<file path="config.mk">
export PLATFORM = sky130hd
export DESIGN_NAME = gcd_dispatch
export DESIGN_NICKNAME = d
export VERILOG_FILES = /design/src/rtl/gcd_dispatch.sv
export SDC_FILE = /design/constraint.sdc
export NUM_CORES = 1
export LEC_CHECK = 0
export ABC_AREA = 0
export BUFFER_PORTS_ARGS = -buffer_cell sky130_fd_sc_hd__buf_2
export CAP_MARGIN = 10
export CORE_ASPECT_RATIO = 2
export CORE_MARGIN = 1
export CORE_UTILIZATION = 56
export CTS_BUF_LIST = sky130_fd_sc_hd__clkbuf_4 sky130_fd_sc_hd__clkbuf_8 sky130_fd_sc_hd__clkbuf_16
export DETAILED_ROUTE_END_ITERATION = 7
export HOLD_SLACK_MARGIN = 0.1
export PLACE_DENSITY = 0.78
export SLEW_MARGIN = 20
export SYNTH_ARGS = -nofsm -noshare
export SYNTH_HDL_FRONTEND = slang
export SYNTH_SLANG_ARGS = --single-unit
</file>
<file path="constraint.sdc">
create_clock -name clk -period 2.8 [get_ports clk]
set_input_delay 0.28 -clock clk [delete_from_list [all_inputs] [get_ports clk]]
set_output_delay 0.28 -clock clk [all_outputs]
set_load 0.02 [all_outputs]
</file>
<file path="src/rtl/gcd_dispatch.sv">
// Job dispatcher for a sequential GCD core: queues operand pairs in a small FIFO,
// launches one job at a time and holds each result until the consumer acknowledges it.
module gcd_dispatch #(
  parameter int WIDTH = 8,
  parameter int DEPTH = 4
) (
  input  logic             clk,
  input  logic             rst,
  input  logic [WIDTH-1:0] a_in,
  input  logic [WIDTH-1:0] b_in,
  input  logic             push,
  output logic             full,
  output logic             overflow,
  output logic [WIDTH-1:0] a_out,
  output logic [WIDTH-1:0] b_out,
  output logic             start_out,
  input  logic [WIDTH-1:0] gcd_in,
  input  logic             done_in,
  output logic [WIDTH-1:0] res,
  output logic             res_valid,
  input  logic             res_ack,
  output logic [7:0]       jobs_done
);

  localparam int PW = $clog2(DEPTH);
  localparam int CW = $clog2(DEPTH + 1);

  typedef enum logic [1:0] {IDLE, RUN, HOLD} state_t;

  state_t               state;
  state_t               next_state;
  logic [2*WIDTH-1:0]   mem [DEPTH];
  logic [PW-1:0]        rd_ptr;
  logic [PW-1:0]        wr_ptr;
  logic [CW-1:0]        count;
  logic                 empty;
  logic                 do_pop;
  logic                 do_push;
  logic                 is_bypass;
  logic [WIDTH-1:0]     head_a;
  logic [WIDTH-1:0]     head_b;

  assign full      = (count == CW'(DEPTH));
  assign empty     = (count == '0);
  assign {head_a, head_b} = mem[rd_ptr];
  assign is_bypass = (head_a == '0) || (head_b == '0);
  assign do_pop    = (state == IDLE) && !empty && !res_valid;
  // A simultaneous pop frees the head slot, so a push at full still fits.
  assign do_push   = push && (!full || do_pop);

  always_ff @(posedge clk) begin
    if (do_push) begin
      mem[wr_ptr] <= {a_in, b_in};
    end
  end

  always_ff @(posedge clk) begin
    if (rst) begin
      rd_ptr   <= '0;
      wr_ptr   <= '0;
      count    <= '0;
      overflow <= 1'b0;
    end else begin
      if (do_push) begin
        wr_ptr <= wr_ptr + 1'b1;
      end
      if (do_pop) begin
        rd_ptr <= rd_ptr + 1'b1;
      end
      case ({do_push, do_pop})
        2'b10:   count <= count + 1'b1;
        2'b01:   count <= count - 1'b1;
        default: count <= count;
      endcase
      if (push && !do_push) begin
        overflow <= 1'b1;
      end
    end
  end

  always_ff @(posedge clk) begin
    if (rst) begin
      state <= IDLE;
    end else begin
      state <= next_state;
    end
  end

  // Jobs with a zero operand skip the core and go straight to HOLD.
  always_comb begin
    next_state = state;
    case (state)
      IDLE: begin
        if (do_pop) begin
          next_state = is_bypass ? HOLD : RUN;
        end
      end
      RUN: begin
        if (done_in) begin
          next_state = HOLD;
        end
      end
      HOLD: begin
        if (res_valid && res_ack) begin
          next_state = IDLE;
        end
      end
      default: next_state = IDLE;
    endcase
  end

  always_comb begin
    start_out = (state == RUN);
  end

  always_ff @(posedge clk) begin
    if (rst) begin
      a_out     <= '0;
      b_out     <= '0;
      res       <= '0;
      res_valid <= 1'b0;
      jobs_done <= '0;
    end else begin
      if (do_pop) begin
        a_out <= head_a;
        b_out <= head_b;
        if (is_bypass) begin
          res       <= (head_a == '0) ? head_b : head_a;
          res_valid <= 1'b1;
        end
      end
      if ((state == RUN) && done_in) begin
        res       <= gcd_in;
        res_valid <= 1'b1;
      end
      if ((state == HOLD) && res_valid && res_ack) begin
        res_valid <= 1'b0;
        jobs_done <= jobs_done + 8'd1;
      end
    end
  end

endmodule
</file>
* After elaboration in Yosys (flattened, before gate mapping)
Memories as Yosys holds them, arrays and structs flattened. A register that Yosys moved wholly into a read port is not among the register bits.
Cells that the tools add are included.
W data, S select, Z words.
** Word-level totals
- Bits in writable memories :: 64
- Bits in registers :: 43
- Logic and storage cells :: 65
- Output and inout port bits :: 36
- Memories :: 1
** Cells by class
- Eq/ne operators :: 8
- Mux-type cells :: 17
- Reduce and logical (&&, ||, !) cells :: 24
- $add $sub $neg :: 5
** Memory list
- mem :: words 4, width 16, rd ports 1, clocked after memory_dff 1, write ports 1, RTL line 32 : logic [2*WIDTH-1:0] mem [DEPTH];
** Operators with widths (number)
- $mux W8 :: 4
- $logic_not A8 Y1 :: 2
- $mux W2 :: 6
- $add A8 B1 Y8 const B :: 1
- $logic_and A1 B1 Y1 :: 8
- $pmux W2 S3 :: 1
- $pmux W3 S2 :: 1
- $reduce_bool A2 Y1 :: 3
- $mux W1 :: 5
- $add A2 B1 Y2 const B :: 2
- $eq A2 B1 Y1 const B :: 2
- $eq A2 B2 Y1 const B :: 2
- $logic_not A1 Y1 :: 4
- $ne A2 B2 Y1 const B :: 2
- $add A3 B1 Y3 const B :: 1
- $eq A3 B3 Y1 const B :: 1
- $logic_not A3 Y1 :: 1
- $reduce_and A3 Y1 :: 1
- $sub A3 B1 Y3 const B :: 1
- $logic_not A2 Y1 :: 1
- $logic_or A1 B1 Y1 :: 2
- $ne A2 B1 Y1 const B :: 1
- $reduce_and A2 Y1 :: 1
- $reduce_or A2 Y1 :: 1

* Longest topological paths before layout
- Word-level depth :: 8
- Gate-level depth with buffers :: 9
- Mapped depth without buffers :: 7

* Worst setup path after synthesis
OpenSTA, ideal clock, no wires.
- Path type :: register -> register
- Start point :: register (tool-made name)
- End point :: register res[0]
- Path slack :: 0.258 ns
- Data arrival time :: 2.462 ns
- Cell stages (with the launch flop) :: 10
- Period minus slack after synthesis :: 2.542 ns
- Cells stage by stage :: dfxtp_1 clkbuf_1 clkbuf_1 mux4_2 or4_4 nor2_4 o21ai_4 and2_4 buf_6 a211oi_2
** RTL lines
- end signal, assigned :: RTL line 128 : res <= (head_a == '0) ? head_b : head_a;
- end signal, assigned :: RTL line 133 : res <= gcd_in;
- end, declared :: RTL line 19 : output logic [WIDTH-1:0] res,

==> impl_metrics.prom <==
# TYPE chip_impl_metric gauge
chip_impl_metric{name="core_area",unit="µm²"} 7660
chip_impl_info{name="setup.worst_path.end_class",value="flop"} 1
chip_impl_metric{name="totalNegativeSetupSlack",unit="ns"} 0
chip_impl_metric{name="ff_latch_count_synth",unit=""} 109
chip_impl_info{name="critical_path_type",value="reg2reg"} 1
chip_impl_metric{name="num-nets-final",unit=""} 441
chip_impl_metric{name="wire_length_of_the_first_global_routing_pass",unit="µm"} 13300
chip_impl_metric{name="drtIter0Drc",unit=""} 196
chip_impl_metric{name="post_cts_hold_buffer_count",unit=""} 0
chip_impl_info{name="worstHoldStart",value="a_in[5]"} 1
chip_impl_info{name="start_kind",value="flop"} 1
chip_impl_info{name="most-common-layout-cells",value="64 x sky130_fd_sc_hd__buf_2, 64 x sky130_fd_sc_hd__edfxtp_1, 46 x sky130_fd_sc_hd__nand2_1"} 1
chip_impl_metric{name="fill_cells",unit=""} 558
chip_impl_metric{name="maxCapViolations",unit=""} 0
chip_impl_metric{name="routedWlPerCell",unit="µm"} 16.8
chip_impl_metric{name="initial_core_util",unit=""} 0.588
chip_impl_metric{name="synth_edf_count",unit=""} 64
chip_impl_metric{name="cts.clk_slew.worst_paths",unit="ns"} 0.07
chip_impl_metric{name="clock_skew",unit="ns"} 0.00735
chip_impl_metric{name="die_width",unit="µm"} 65.4
chip_impl_info{name="critical_path.reg2reg.endpoint",value="res_valid"} 1
chip_impl_info{name="rsz0062_at_grt",value="no"} 1
chip_impl_metric{name="cp.arrival",unit="ns"} 2.72
chip_impl_metric{name="top_level_ports",unit=""} 65
chip_impl_metric{name="fin_ws",unit="ns"} 0.341
chip_impl_metric{name="r2r.worst_path.cells",unit=""} 7
chip_impl_metric{name="fin_cells",unit=""} 505
chip_impl_metric{name="timing.hold.worst_path_depth",unit=""} 1
chip_impl_metric{name="post_cts_buffers",unit=""} 0
chip_impl_info{name="cp_slowest_cell",value="sky130_fd_sc_hd__mux4_1"} 1
chip_impl_metric{name="buf_inv_on_cp",unit=""} 1
chip_impl_metric{name="pin_count_of_the_biggest_net_entering_global_routing",unit=""} 45
chip_impl_metric{name="hold_violations",unit=""} 0
chip_impl_metric{name="die_area",unit="µm²"} 8420
chip_impl_metric{name="grt_use_total",unit=""} 0.220
chip_impl_metric{name="cts-buffers-inserted",unit=""} 9
chip_impl_metric{name="vias_in_the_first_global_route",unit=""} 2750
chip_impl_metric{name="total_number_of_vias",unit=""} 2865
chip_impl_metric{name="cp_slowest_stage_delay",unit="ns"} 0.62
chip_impl_metric{name="place_worst_setup_slack",unit="ns"} 0.344
chip_impl_metric{name="detail_route.drc_violations",unit=""} 0
chip_impl_metric{name="worstSkewPairLatency",unit="ns"} 0.35
chip_impl_metric{name="die_y",unit="µm"} 129
chip_impl_info{name="cpLargestDelayFamily",value="simple AND/OR/NAND/NOR gates"} 1
chip_impl_metric{name="cts.path.max_buffers",unit=""} 2
chip_impl_metric{name="reg2reg_setup_slack",unit="ns"} 0.34
chip_impl_metric{name="setup_viol",unit=""} 0
chip_impl_metric{name="max_slew.worst_pin.slew",unit="ns"} 0.870
chip_impl_metric{name="hpwlAfterDp",unit="µm"} 6080
chip_impl_info{name="path_cells",value="buf_12 -> mux4_1 -> or4_4 -> nor2_4 -> o21ai_4 -> and2_4 -> a211oi_2"} 1
chip_impl_metric{name="ir_drop",unit="V"} 0.000603
chip_impl_metric{name="mappedNetlistArea",unit="µm²"} 4500
chip_impl_metric{name="htree_num_levels",unit=""} 3
chip_impl_metric{name="placedCellCount",unit=""} 489
chip_impl_metric{name="slew-limit-headroom",unit=""} 0.420
chip_impl_metric{name="number_of_cells_produced_by_synthesis",unit=""} 337
chip_impl_info{name="ys_dominant_reg_cell",value="sky130_fd_sc_hd__edfxtp_1"} 1
chip_impl_metric{name="p_leak",unit="nW"} 2.02
chip_impl_info{name="cts_root_buf",value="sky130_fd_sc_hd__clkbuf_16"} 1
chip_impl_metric{name="yosysWarningCount",unit=""} 0
chip_impl_metric{name="worstPathMaxFanout",unit=""} 16
chip_impl_metric{name="totalWireLength",unit="µm"} 8490
chip_impl_metric{name="antenna_cells_inserted",unit=""} 0
chip_impl_metric{name="area_delta_synth_final",unit="%"} 16.7
chip_impl_info{name="run_status",value="complete, no violations"} 1
chip_impl_metric{name="numPortBuffers",unit=""} 64
chip_impl_metric{name="post-route-period-util",unit=""} 0.878
chip_impl_metric{name="placement_rows",unit=""} 45
chip_impl_metric{name="power_density",unit="nW/µm²"} 924
chip_impl_metric{name="synth_sequential_area_ratio",unit=""} 0.627
chip_impl_info{name="cts_tree",value="done"} 1
chip_impl_info{name="hold_path.class",value="in2reg"} 1
chip_impl_info{name="hold_end",value="mem[1][13]"} 1
chip_impl_metric{name="synthDistinctLibCells",unit=""} 42
chip_impl_metric{name="finalMaxSlewViolations",unit=""} 0
chip_impl_metric{name="timing.final.crit_period",unit="ns"} 2.46
chip_impl_metric{name="grt_overflow_total",unit=""} 0
chip_impl_metric{name="gp_congestion",unit=""} 0.794
chip_impl_metric{name="ant_nets",unit=""} 0
chip_impl_metric{name="avgSynthCellArea",unit="µm²"} 13.4
chip_impl_metric{name="worst_ep_required_time",unit="ns"} 3.06
chip_impl_metric{name="post_drt_via_cell_ratio",unit=""} 5.67
chip_impl_metric{name="async_reset_ff_frac",unit=""} 0
chip_impl_metric{name="detail_route.first_pass.iterations",unit=""} 4
chip_impl_metric{name="drive_above_1_share",unit=""} 0.285
chip_impl_metric{name="synth_nets",unit=""} 372
chip_impl_metric{name="initial_antenna_violation_count",unit=""} 0
chip_impl_metric{name="cts_sinks",unit=""} 109
chip_impl_metric{name="ctsResizeCount",unit=""} 0
chip_impl_metric{name="fmax",unit="MHz"} 407
-- cell usage after synthesis (all sizes together), types with 9 or more instances --
library cell / number / area [µm²]
nand4: 10 / 62.6
dfxtp: 45 / 901
mux4: 16 / 402
clkbuf: 11 / 41.3
a211oi: 9 / 113
nor2: 21 / 86.3
nand3: 18 / 90.1
nand2: 46 / 173
edfxtp: 64 / 1920
a21oi: 27 / 135
inv: 15 / 56.3
-- flip-flops by register name (all words and copies together), names as in the netlist, 2 cells and up, named ones only --
| signal | count |
|---|---|
| wr_ptr | 2 |
| res | 8 |
| count | 3 |
| rd_ptr | 2 |
| mem | 64 |
| a_out | 8 |
| b_out | 8 |
| jobs_done | 8 |
| state | 2 |
-- cell type report --
type | count | area, µm² | share of cell area
clock inverters | 7 | 80.1 | 0.0153
flip-flops and latches | 109 | 2820 | 0.538
well taps | 94 | 118 | 0.0224
inverters | 15 | 56.3 | 0.0107
multi-input cells | 195 | 1530 | 0.291
clock buffers | 9 | 225 | 0.0429
repair buffers | 76 | 423 | 0.0806
-- through the flow --
step | total power [W] | utilization | hold WS, ns | instance area [µm²]
after floorplan | 0.00316 | - | 0.379 | 4500
after global placement | 0.00357 | 0.646 | 0.444 | 4940
after detailed placement | 0.00361 | 0.646 | 0.448 | 4940
after CTS | 0.00488 | 0.686 | 0.134 | 5250
after global routing | 0.00510 | 0.686 | 0.140 | 5250
final | 0.00485 | 0.686 | 0.144 | 5250
-- power by group --
part / switching, W / total (W) / internal [W]
registers: 0.000141 / 0.00210 / 0.00196
clock network: 0.000573 / 0.00128 / 0.000708
logic: 0.000889 / 0.00147 / 0.000586
-- layer usage --
layer	track usage	up-vias	wire [µm]
met5	0	-	0
met3	0.0452	22	312
met4	0.125	0	328
li1	-	1374	-
met2	0.400	81	4830
met1	0.227	1388	3030
-- worst max path at each step --
stage	to	slack (ns)	cells after the start
6_report	res_valid	0.34	7
5_1_grt	res[7]	0.23	8
4_1_cts	res_valid	0.32	7
3_5_place_dp	res_valid	0.34	7
3_3_place_gp	res[0]	0.43	7
2_1_floorplan	res[0]	0.26	9
-- cell families (layout without fill, tap and decap cells) --
group / Yosys count / after routing / share of synthesized area
buf+inv: 33 / 107 / 0.0350
xor+xnor: 12 / 12 / 0.0234
fa+ha+maj: 6 / 6 / 0.0183
flops: 109 / 109 / 0.627
mux: 19 / 19 / 0.0962
compound gates: 43 / 43 / 0.0695
simple gates: 115 / 115 / 0.130
Note: power is estimated with default switching activity, not from simulation.
